$ cat config.mk
export PLATFORM = sky130hd
export DESIGN_NAME = ysyx_201979054_mux_pipe
export DESIGN_NICKNAME = d
export VERILOG_FILES = /design/src/rtl/ysyx_201979054_mux_pipe_pkg.sv /design/src/rtl/ysyx_201979054_mux_nto1.sv /design/src/rtl/ysyx_201979054_mux_pipe.sv
export SDC_FILE = /design/constraint.sdc
export NUM_CORES = 1
export LEC_CHECK = 0
export ABC_AREA = 1
export BUFFER_PORTS_ARGS = -buffer_cell sky130_fd_sc_hd__buf_2
export CAP_MARGIN = 20
export CORE_AREA = 4 4 224 226
export DETAILED_ROUTE_END_ITERATION = 7
export DIE_AREA = 0 0 228 230
export HOLD_SLACK_MARGIN = 0.05
export PLACE_DENSITY = 0.5
export SLEW_MARGIN = 20
export SYNTH_ARGS = -nofsm -noshare
export SYNTH_HDL_FRONTEND = slang
export SYNTH_SLANG_ARGS = --single-unit
$ cat constraint.sdc
create_clock -name clk -period 1.6 [get_ports clk]
set_clock_uncertainty 0.15 [all_clocks]
set_input_delay 0.16 -clock clk [delete_from_list [all_inputs] [get_ports clk]]
set_output_delay 0.16 -clock clk [all_outputs]
set_load 0.01 [all_outputs]
$ cat src/rtl/ysyx_201979054_mux_pipe_pkg.sv
// Shared types for the registered N-to-1 select stage: FSM state encoding
// and a small helper that maps a state onto the registered ready output.
package ysyx_201979054_mux_pipe_pkg;

  localparam logic [1:0] ST_EMPTY = 2'd0;
  localparam logic [1:0] ST_ONE   = 2'd1;
  localparam logic [1:0] ST_FULL  = 2'd2;

  typedef enum logic [1:0] {
    EMPTY = ST_EMPTY,
    ONE   = ST_ONE,
    FULL  = ST_FULL
  } state_t;

  // Upstream may only be offered a slot while the skid register is free.
  function automatic logic ready_in(input state_t s);
    return (s != FULL);
  endfunction

endpackage

$ cat src/rtl/ysyx_201979054_mux_nto1.sv
// Combinational N-to-1 select with out-of-range detection; an out-of-range
// index yields all-zero data so no X can propagate downstream.
module ysyx_201979054_mux_nto1 #(
  parameter int DATA_WIDTH = 64,
  parameter int NUM_INPUTS = 8,
  parameter int SEL_WIDTH  = $clog2(NUM_INPUTS)
) (
  input  logic [SEL_WIDTH-1:0]             i_sel,
  input  logic [NUM_INPUTS*DATA_WIDTH-1:0] i_data,
  output logic [DATA_WIDTH-1:0]            o_data,
  output logic                             o_oor
);

  // NOTE: every output gets a default before the loop; without it a select
  // that matches no index would leave the outputs unassigned and infer a latch.
  always_comb begin
    o_data = '0;
    o_oor  = 1'b1;
    for (int k = 0; k < NUM_INPUTS; k++) begin
      if (i_sel == SEL_WIDTH'(k)) begin
        o_data = i_data[k*DATA_WIDTH +: DATA_WIDTH];
        o_oor  = 1'b0;
      end
    end
  end

endmodule

$ cat src/rtl/ysyx_201979054_mux_pipe.sv
// Registered N-to-1 select stage with valid/ready handshake and a 2-entry
// skid buffer. Optional per-beat parity output when MUX_PIPE_PARITY_EN is defined.
module ysyx_201979054_mux_pipe
  import ysyx_201979054_mux_pipe_pkg::*;
#(
  parameter int DATA_WIDTH = 64,
  parameter int NUM_INPUTS = 8,
  parameter int SEL_WIDTH  = $clog2(NUM_INPUTS)
) (
  input  logic                             clk,
  input  logic                             rstn,
  input  logic                             i_valid,
  output logic                             o_ready,
  input  logic [SEL_WIDTH-1:0]             i_sel,
  input  logic [NUM_INPUTS*DATA_WIDTH-1:0] i_data,
  output logic                             o_valid,
  input  logic                             i_ready,
  output logic [DATA_WIDTH-1:0]            o_data,
  output logic                             o_sel_err
`ifdef MUX_PIPE_PARITY_EN
  ,
  output logic                             o_parity
`endif
);

  state_t                  r_state;
  state_t                  w_state_nxt;
  logic                    r_ready;

  logic [DATA_WIDTH-1:0]   r_main_data;
  logic                    r_main_err;
  logic [DATA_WIDTH-1:0]   r_skid_data;
  logic                    r_skid_err;

  logic [DATA_WIDTH-1:0]   w_sel_data;
  logic                    w_sel_err;
  logic                    w_accept;
  logic                    w_emit;
  logic                    w_load_main;
  logic                    w_main_from_skid;
  logic                    w_load_skid;

  ysyx_201979054_mux_nto1 #(
    .DATA_WIDTH (DATA_WIDTH),
    .NUM_INPUTS (NUM_INPUTS),
    .SEL_WIDTH  (SEL_WIDTH)
  ) u_mux (
    .i_sel  (i_sel),
    .i_data (i_data),
    .o_data (w_sel_data),
    .o_oor  (w_sel_err)
  );

  assign w_accept = i_valid & r_ready;
  assign w_emit   = (r_state != EMPTY) & i_ready;

  always_comb begin
    w_state_nxt      = r_state;
    w_load_main      = 1'b0;
    w_main_from_skid = 1'b0;
    w_load_skid      = 1'b0;
    unique case (r_state)
      EMPTY: begin
        if (w_accept) begin
          w_state_nxt = ONE;
          w_load_main = 1'b1;
        end
      end
      ONE: begin
        if (w_accept && w_emit) begin
          w_load_main = 1'b1;
        end else if (w_emit) begin
          w_state_nxt = EMPTY;
        end else if (w_accept) begin
          w_state_nxt = FULL;
          w_load_skid = 1'b1;
        end
      end
      FULL: begin
        // Ready is low here, so i_valid cannot produce an accept.
        if (w_emit) begin
          w_state_nxt      = ONE;
          w_main_from_skid = 1'b1;
        end
      end
      default: begin
        w_state_nxt = EMPTY;
      end
    endcase
  end

  // NOTE: sequential state uses non-blocking assignments so every register
  // samples pre-edge values regardless of statement order.
  always_ff @(posedge clk) begin
    if (!rstn) begin
      r_state <= EMPTY;
      r_ready <= 1'b1;
    end else begin
      r_state <= w_state_nxt;
      r_ready <= ready_in(w_state_nxt);
    end
  end

  // NOTE: the data-path registers are reset as well, because o_data must read
  // zero after reset and dropped beats must not resurface from the skid.
  always_ff @(posedge clk) begin
    if (!rstn) begin
      r_main_data <= '0;
      r_main_err  <= 1'b0;
      r_skid_data <= '0;
      r_skid_err  <= 1'b0;
    end else begin
      if (w_load_main) begin
        r_main_data <= w_sel_data;
        r_main_err  <= w_sel_err;
      end else if (w_main_from_skid) begin
        r_main_data <= r_skid_data;
        r_main_err  <= r_skid_err;
      end
      if (w_load_skid) begin
        r_skid_data <= w_sel_data;
        r_skid_err  <= w_sel_err;
      end
    end
  end

`ifdef MUX_PIPE_PARITY_EN
  logic r_main_par;
  logic r_skid_par;
  logic w_sel_par;

  // Out-of-range beats carry zero data, hence zero parity.
  assign w_sel_par = ^w_sel_data;

  always_ff @(posedge clk) begin
    if (!rstn) begin
      r_main_par <= 1'b0;
      r_skid_par <= 1'b0;
    end else begin
      if (w_load_main) begin
        r_main_par <= w_sel_par;
      end else if (w_main_from_skid) begin
        r_main_par <= r_skid_par;
      end
      if (w_load_skid) begin
        r_skid_par <= w_sel_par;
      end
    end
  end

  assign o_parity = r_main_par;
`endif

  assign o_ready   = r_ready;
  assign o_valid   = (r_state != EMPTY);
  assign o_data    = r_main_data;
  assign o_sel_err = r_main_err;

endmodule
# Yosys cells after proc, flatten, opt, wreduce, memory -nomap -nowiden
# Index checks and enable logic that the tools add are counted.
[word_totals]
inputBits = 519
mem_bits_rw = 0
wordCells = 57
mem_count = 0
rom_bits = 0
latchBits = 0
out_inout_bits = 67
register_bits = 133
[classes]
order_cmp = 0
mux = 34
n_bitwise = 2
n_shift = 0
div_mod_pow = 0
addsub = 0
n_reduce_logical = 5
eq_ne = 10
n_mul = 0
[ops]
columns = ["op", "n"]
rows = [
  ["two-way mux 64 bit", 10],
  ["two-way mux 1 bit", 17],
  ["equality test 3 bit (second input constant)", 4],
  ["two-way mux 2 bit", 5],
  ["equality test 3 x 2 -> 1 bit (second input constant)", 2],
  ["one-hot mux 2 bit (3 select lines)", 1],
  ["nonzero test 2 bit", 2],
  ["equality test 3 x 1 -> 1 bit (second input constant)", 1],
  ["zero test 3 bit", 1],
  ["AND 1 bit", 2],
  ["equality test 2 x 1 -> 1 bit (second input constant)", 1],
  ["equality test 2 bit (second input constant)", 1],
  ["zero test 2 bit", 1],
  ["inequality test 2 bit (second input constant)", 1],
  ["one-hot mux 1 bit (2 select lines)", 1],
  ["logical AND 1 bit", 1],
]

# Longest topological paths before layout
[logic_depth]
word_depth = 10
depth_mapped = 13

# Cells and area by module
# Synthesis repeated with hierarchy kept, for this count alone.
[unflattened]
hier_cells = 1769
area_unflattened_um2 = 10332.4
[modules_own_cells]
columns = ["module", "n_inst", "cells_per_inst", "area_per_inst_um2", "seq_area_each_um2"]
rows = [
  ["ysyx_201979054_mux_pipe", 1, 890, 6098.3, 2662.6],
  ["ysyx_201979054_mux_nto1", 1, 879, 4234.1, 0.0],
]

# Worst setup path before layout
# Ideal clock, no wire load.
[synth_timing]
path_kind = "reg-to-reg"
from = "register r_ready, in the netlist o_ready"
to = "register r_main_data[0], in the netlist o_data[0]"
setup_time_ns = 0.132
setup_slack_ns = -0.209
path_buffers = 2
arrival_ns = 1.527
path_stages_with_launch = 10
cell_sequence = "dfxtp_1 nand2_1 nor2_1 inv_1 nor2_2 clkbuf_1 buf_2 nand3_1 nand2_1 a21oi_1"
[synth_via]
elab_chain_len = 5
[synth_rtl]
columns = ["element", "line", "text"]
rows = [
  ["from (decl)", "ysyx_201979054_mux_pipe.sv:28", "logic r_ready;"],
  ["from (signal assigned)", "ysyx_201979054_mux_pipe.sv:100", "r_ready <= ready_in(w_state_nxt);"],
  ["AND 1 bit *", "ysyx_201979054_mux_pipe.sv:54", "assign w_accept = i_valid & r_ready;"],
  ["logical AND 1 bit", "ysyx_201979054_mux_pipe.sv:70", "if (w_accept && w_emit) begin"],
  ["two-way mux 1 bit", "ysyx_201979054_mux_pipe.sv:70", ""],
  ["one-hot mux 1 bit (2 select lines) *", "ysyx_201979054_mux_pipe.sv:62", "unique case (r_state)"],
  ["two-way mux 64 bit or nonzero test 2 bit (tied branches)", "-", ""],
  ["to (signal assigned)", "ysyx_201979054_mux_pipe.sv:114", "r_main_data <= w_sel_data;"],
  ["to (signal assigned)", "ysyx_201979054_mux_pipe.sv:117", "r_main_data <= r_skid_data;"],
  ["to (decl)", "ysyx_201979054_mux_pipe.sv:30", "logic [DATA_WIDTH-1:0] r_main_data;"],
]
# Every way passes the cells marked *; elsewhere a longest branch is shown, timed or not.
# A chain may end at the register's enable or synchronous reset.

# Final worst setup path
[layout_timing]
from = "register r_state[0]"
to = "register r_main_data[20], in the netlist o_data[20]"
[layout_via]
elab_chain_len = 6
[layout_rtl]
columns = ["element", "line", "text"]
rows = [
  ["from (decl)", "ysyx_201979054_mux_pipe.sv:26", "state_t r_state;"],
  ["from (signal assigned)", "ysyx_201979054_mux_pipe.sv:99", "r_state <= w_state_nxt;"],
  ["nonzero test 2 bit", "ysyx_201979054_mux_pipe.sv:55", "assign w_emit = (r_state != EMPTY) & i_ready;"],
  ["AND 1 bit", "ysyx_201979054_mux_pipe.sv:55", ""],
  ["logical AND 1 bit", "ysyx_201979054_mux_pipe.sv:70", ""],
  ["two-way mux 1 bit", "ysyx_201979054_mux_pipe.sv:70", ""],
  ["one-hot mux 1 bit (2 select lines)", "ysyx_201979054_mux_pipe.sv:62", ""],
  ["two-way mux 64 bit or nonzero test 2 bit (tied branches)", "-", ""],
]
# Several ways; a longest one is shown, not always the timed one.

==> summary.txt <==
FP Rows: 81
Fillers: 5279
Most common cell on crit path: nor2_4
Top FF cell, synth: dfxtp_1
First-pass GRT wire length: 93560 µm
Slew margin rel.: 69.02%
Worst hold path startpoint: i_ready
Post-route setup slack: -0.08915 ns
Area of the core: 0.04834 mm²
Port Buffers: 585
Worst-Skew Late Latency: 0.44 ns
Leak: 9.035 nW
Violated checks: negative setup slack
Post-Syn Instances: 1811
Critical Path Source Type: register
Setup TNS: -1.956 ns
CTS tree: done
Register-to-Register Path Depth: 9
Clk pin slew, worst setup/hold paths: 0.06 ns
Clock Path Buffers: 2
Hold endpoint: r_state[0]
Final hold vios: 0
Sequential share of the synthesized area: 26.49%
TritonCTS buffer count: 17
Mapped Avg Cell Area: 5.550 µm²
Hold Path Depth: 5
RSZ-0062 raised after global routing: yes
R2R Path Start: r_state[0]
Dpl ws: -0.5142 ns
Post-synth EDFFs: 0
Max Fclk: 0.5920 GHz
Per-cell routed wire length: 20.16 µm
Power per cell area: 670.8 mW/mm²
Yosys reg bits: 133
H-tree levels: 4
GRT Overall Usage: 23.33%
Status: finished with violations
Final wirelength: 65060 µm
Metal1 wirelength: 27750 µm
Area growth, synth to finish: 75.08%
Uppermost layer routed: met5
Synth cell types: 28
WP data required: 1.77 ns
Initial antenna violation count: 2
Worst Path Max Fanout: 21
Post-Syn Area: 0.01005 mm²
Final Critical Period: 1.689 ns
Die Y: 230 µm
1st-pass router iterations: 8
Die width: 228 µm
Met3 wire length: 4578 µm
Hold slack: 0.05906 ns
Ratio of cells with drive above 1 in the final layout: 34.75%
Final setup vio count: 47
Critical-path top delay cell: dfxtp_4
Max incr delay on CP: 0.37 ns
Clk sink count: 133
Endpoint class of the critical path: register
Crit path cell chain: inv_1 -> nor2_4 -> nor2_4 -> nor2_4 -> buf_12 -> buf_12 -> nor2_2 -> nand2_1 -> a21oi_1
GP Congestion: 1.028
I/O Pins: 586
Final max-slew violation count: 0
Setup CP Type: register to register
Hpwl dp: 51480 µm
Post-synth net total: 2330
CTS root buf: clkbuf_16
Worst-Margin Slew: 0.4630 ns
Gr ovfl total: 0
Hold Path Class: primary input to register
Critical Path AT: 1.86 ns
Total power: 11.80 mW
Buffers & Inverters on Critical Path: 3
Starting Density: 20.79%
Ys Warns: 0
Ys async rst share: 0%
CP top delay family: simple AND/OR/NAND/NOR gates
Cell taking the most area after synthesis: dfxtp_1
RR Endpoint: o_data[20]
VDD IR max: 0.0007446 V
Die area: 0.05244 mm²
Period utilization: 105.6%
Layout Nets: 3111
Vias/cell: 4.670
Initial drt markers: 916
Drc violations: 0
Flop2flop setup slack: -0.09 ns
Share of the synthesized area in the top cell type: 26.49%
Final ANT Viol Nets: 0
Largest net degree at the start of global routing: 46
Routed wl met2: 31320 µm
Number of global-route vias before repair: 15030
Routed via count: 15070
Synth top area cells: dfxtp_1 26%, nand2_1 21%, nor2_1 9.8%
Maxcap violations: 0
-- how the worst max path moves through the flow --
stage                           from               to  slack [ns]  cells after the start
final                     r_state[0]       o_data[20]       -0.09                      9
after global routing         o_ready       o_data[31]       -0.17                     11
after CTS                 r_state[1]        o_data[7]       -0.07                     12
after detailed placement    i_sel[0]  r_skid_data[56]       -0.51                     13
after global placement      i_sel[0]  r_skid_data[57]       -0.56                     11
after floorplan             i_sel[1]       o_data[38]       0.003                     12
-- worst reg2reg max path, delay by kind of cell, from the launching register on --
family | cells | cell delay, ns
simple gates | 5 | 0.53
compound gates | 1 | 0.06
buf+inv | 3 | 0.47
flops | 1 | 0.37
-- registers in the layout, summed over array words and instances (netlist names) --
register / flops
r_skid_data: 64
o_data: 64
o_sel_err: 1
r_state: 2
o_ready: 1
r_skid_err: 1
-- repair_timing --
action,4_1_cts,5_1_grt
endpoints found under the setup margin,66,125
resized for setup,23,114
setup buffers,5,4
endpoints found under the hold margin,130,0
pin swaps,5,24
hold buffers,136,0
gates cloned,4,7
-- cells in the mapped netlist (7+ instances only) --
master and n:
dfxtp_1 133, nand4_1 126, or2_1 20, nor2_1 262, nand3_1 165, nand2_1 569, buf_1 11, o21ai_0 14
o211ai_1 51, buf_2 46, o21ai_1 8, inv_2 7, a21oi_1 85, clkbuf_1 64, or2_2 22, inv_1 207
-- cell families (layout without fill, tap and decap cells) --
group	Yosys count	in the layout	synth area share, %
buffers and inverters	342	1135	13.54
other	0	1	0
AOI/OAI and AO/OA	162	162	9.486
and+or+nand+nor	1174	1174	50.48
DFF	133	133	26.49
-- report_power, final --
group	internal [mW]	switching (mW)	leakage, nW
clock	2.54	1.66	0.291
combinational	1.82	2.18	7.66
sequential	3.51	0.101	1.09
-- per-layer routing --
metal,up-vias,GRT usage (%)
met5,-,0
met4,2,5.970
met3,101,5.278
met2,616,40.56
met1,7003,29.23
li1,7349,-
-- cell type report --
class	instances	area, µm²	area share (%)
inverters	215	822.0	4.671
repair inverters	1	7.507	0.04266
flip-flops and latches	133	2671	15.18
multi-input cells	1336	6392	36.33
clock inverters	10	145.1	0.8248
repair buffers	888	6317	35.90
well taps	622	778.2	4.423
clock buffers	21	460.4	2.617
diodes	1	2.502	0.01422
-- metrics by stage --
stage	util (%)	cell area [µm²]	std cells
after floorplan	-	10120	1811
after global placement	30.68	14830	3039
after detailed placement	30.68	14830	3039
after CTS	35.12	16980	3215
after global routing	36.40	17600	3227
final	36.40	17600	3227
-- layout by cell type, fill, tap and decap left out, types with 20 or more instances in the layout --
| master | count |
|---|---|
| nand4_1 | 126 |
| buf_12 | 40 |
| dlygate4sd3_1 | 136 |
| nor2_2 | 28 |
| buf_2 | 583 |
| o211ai_1 | 51 |
| clkbuf_16 | 23 |
| dfxtp_1 | 130 |
| nor2_1 | 225 |
| nand2_1 | 556 |
| or2_1 | 20 |
| buf_4 | 104 |
| inv_1 | 202 |
| a21oi_1 | 68 |
| nand3_1 | 154 |
| or2_2 | 22 |
No activity file was read; power rests on OpenSTA's default activity.
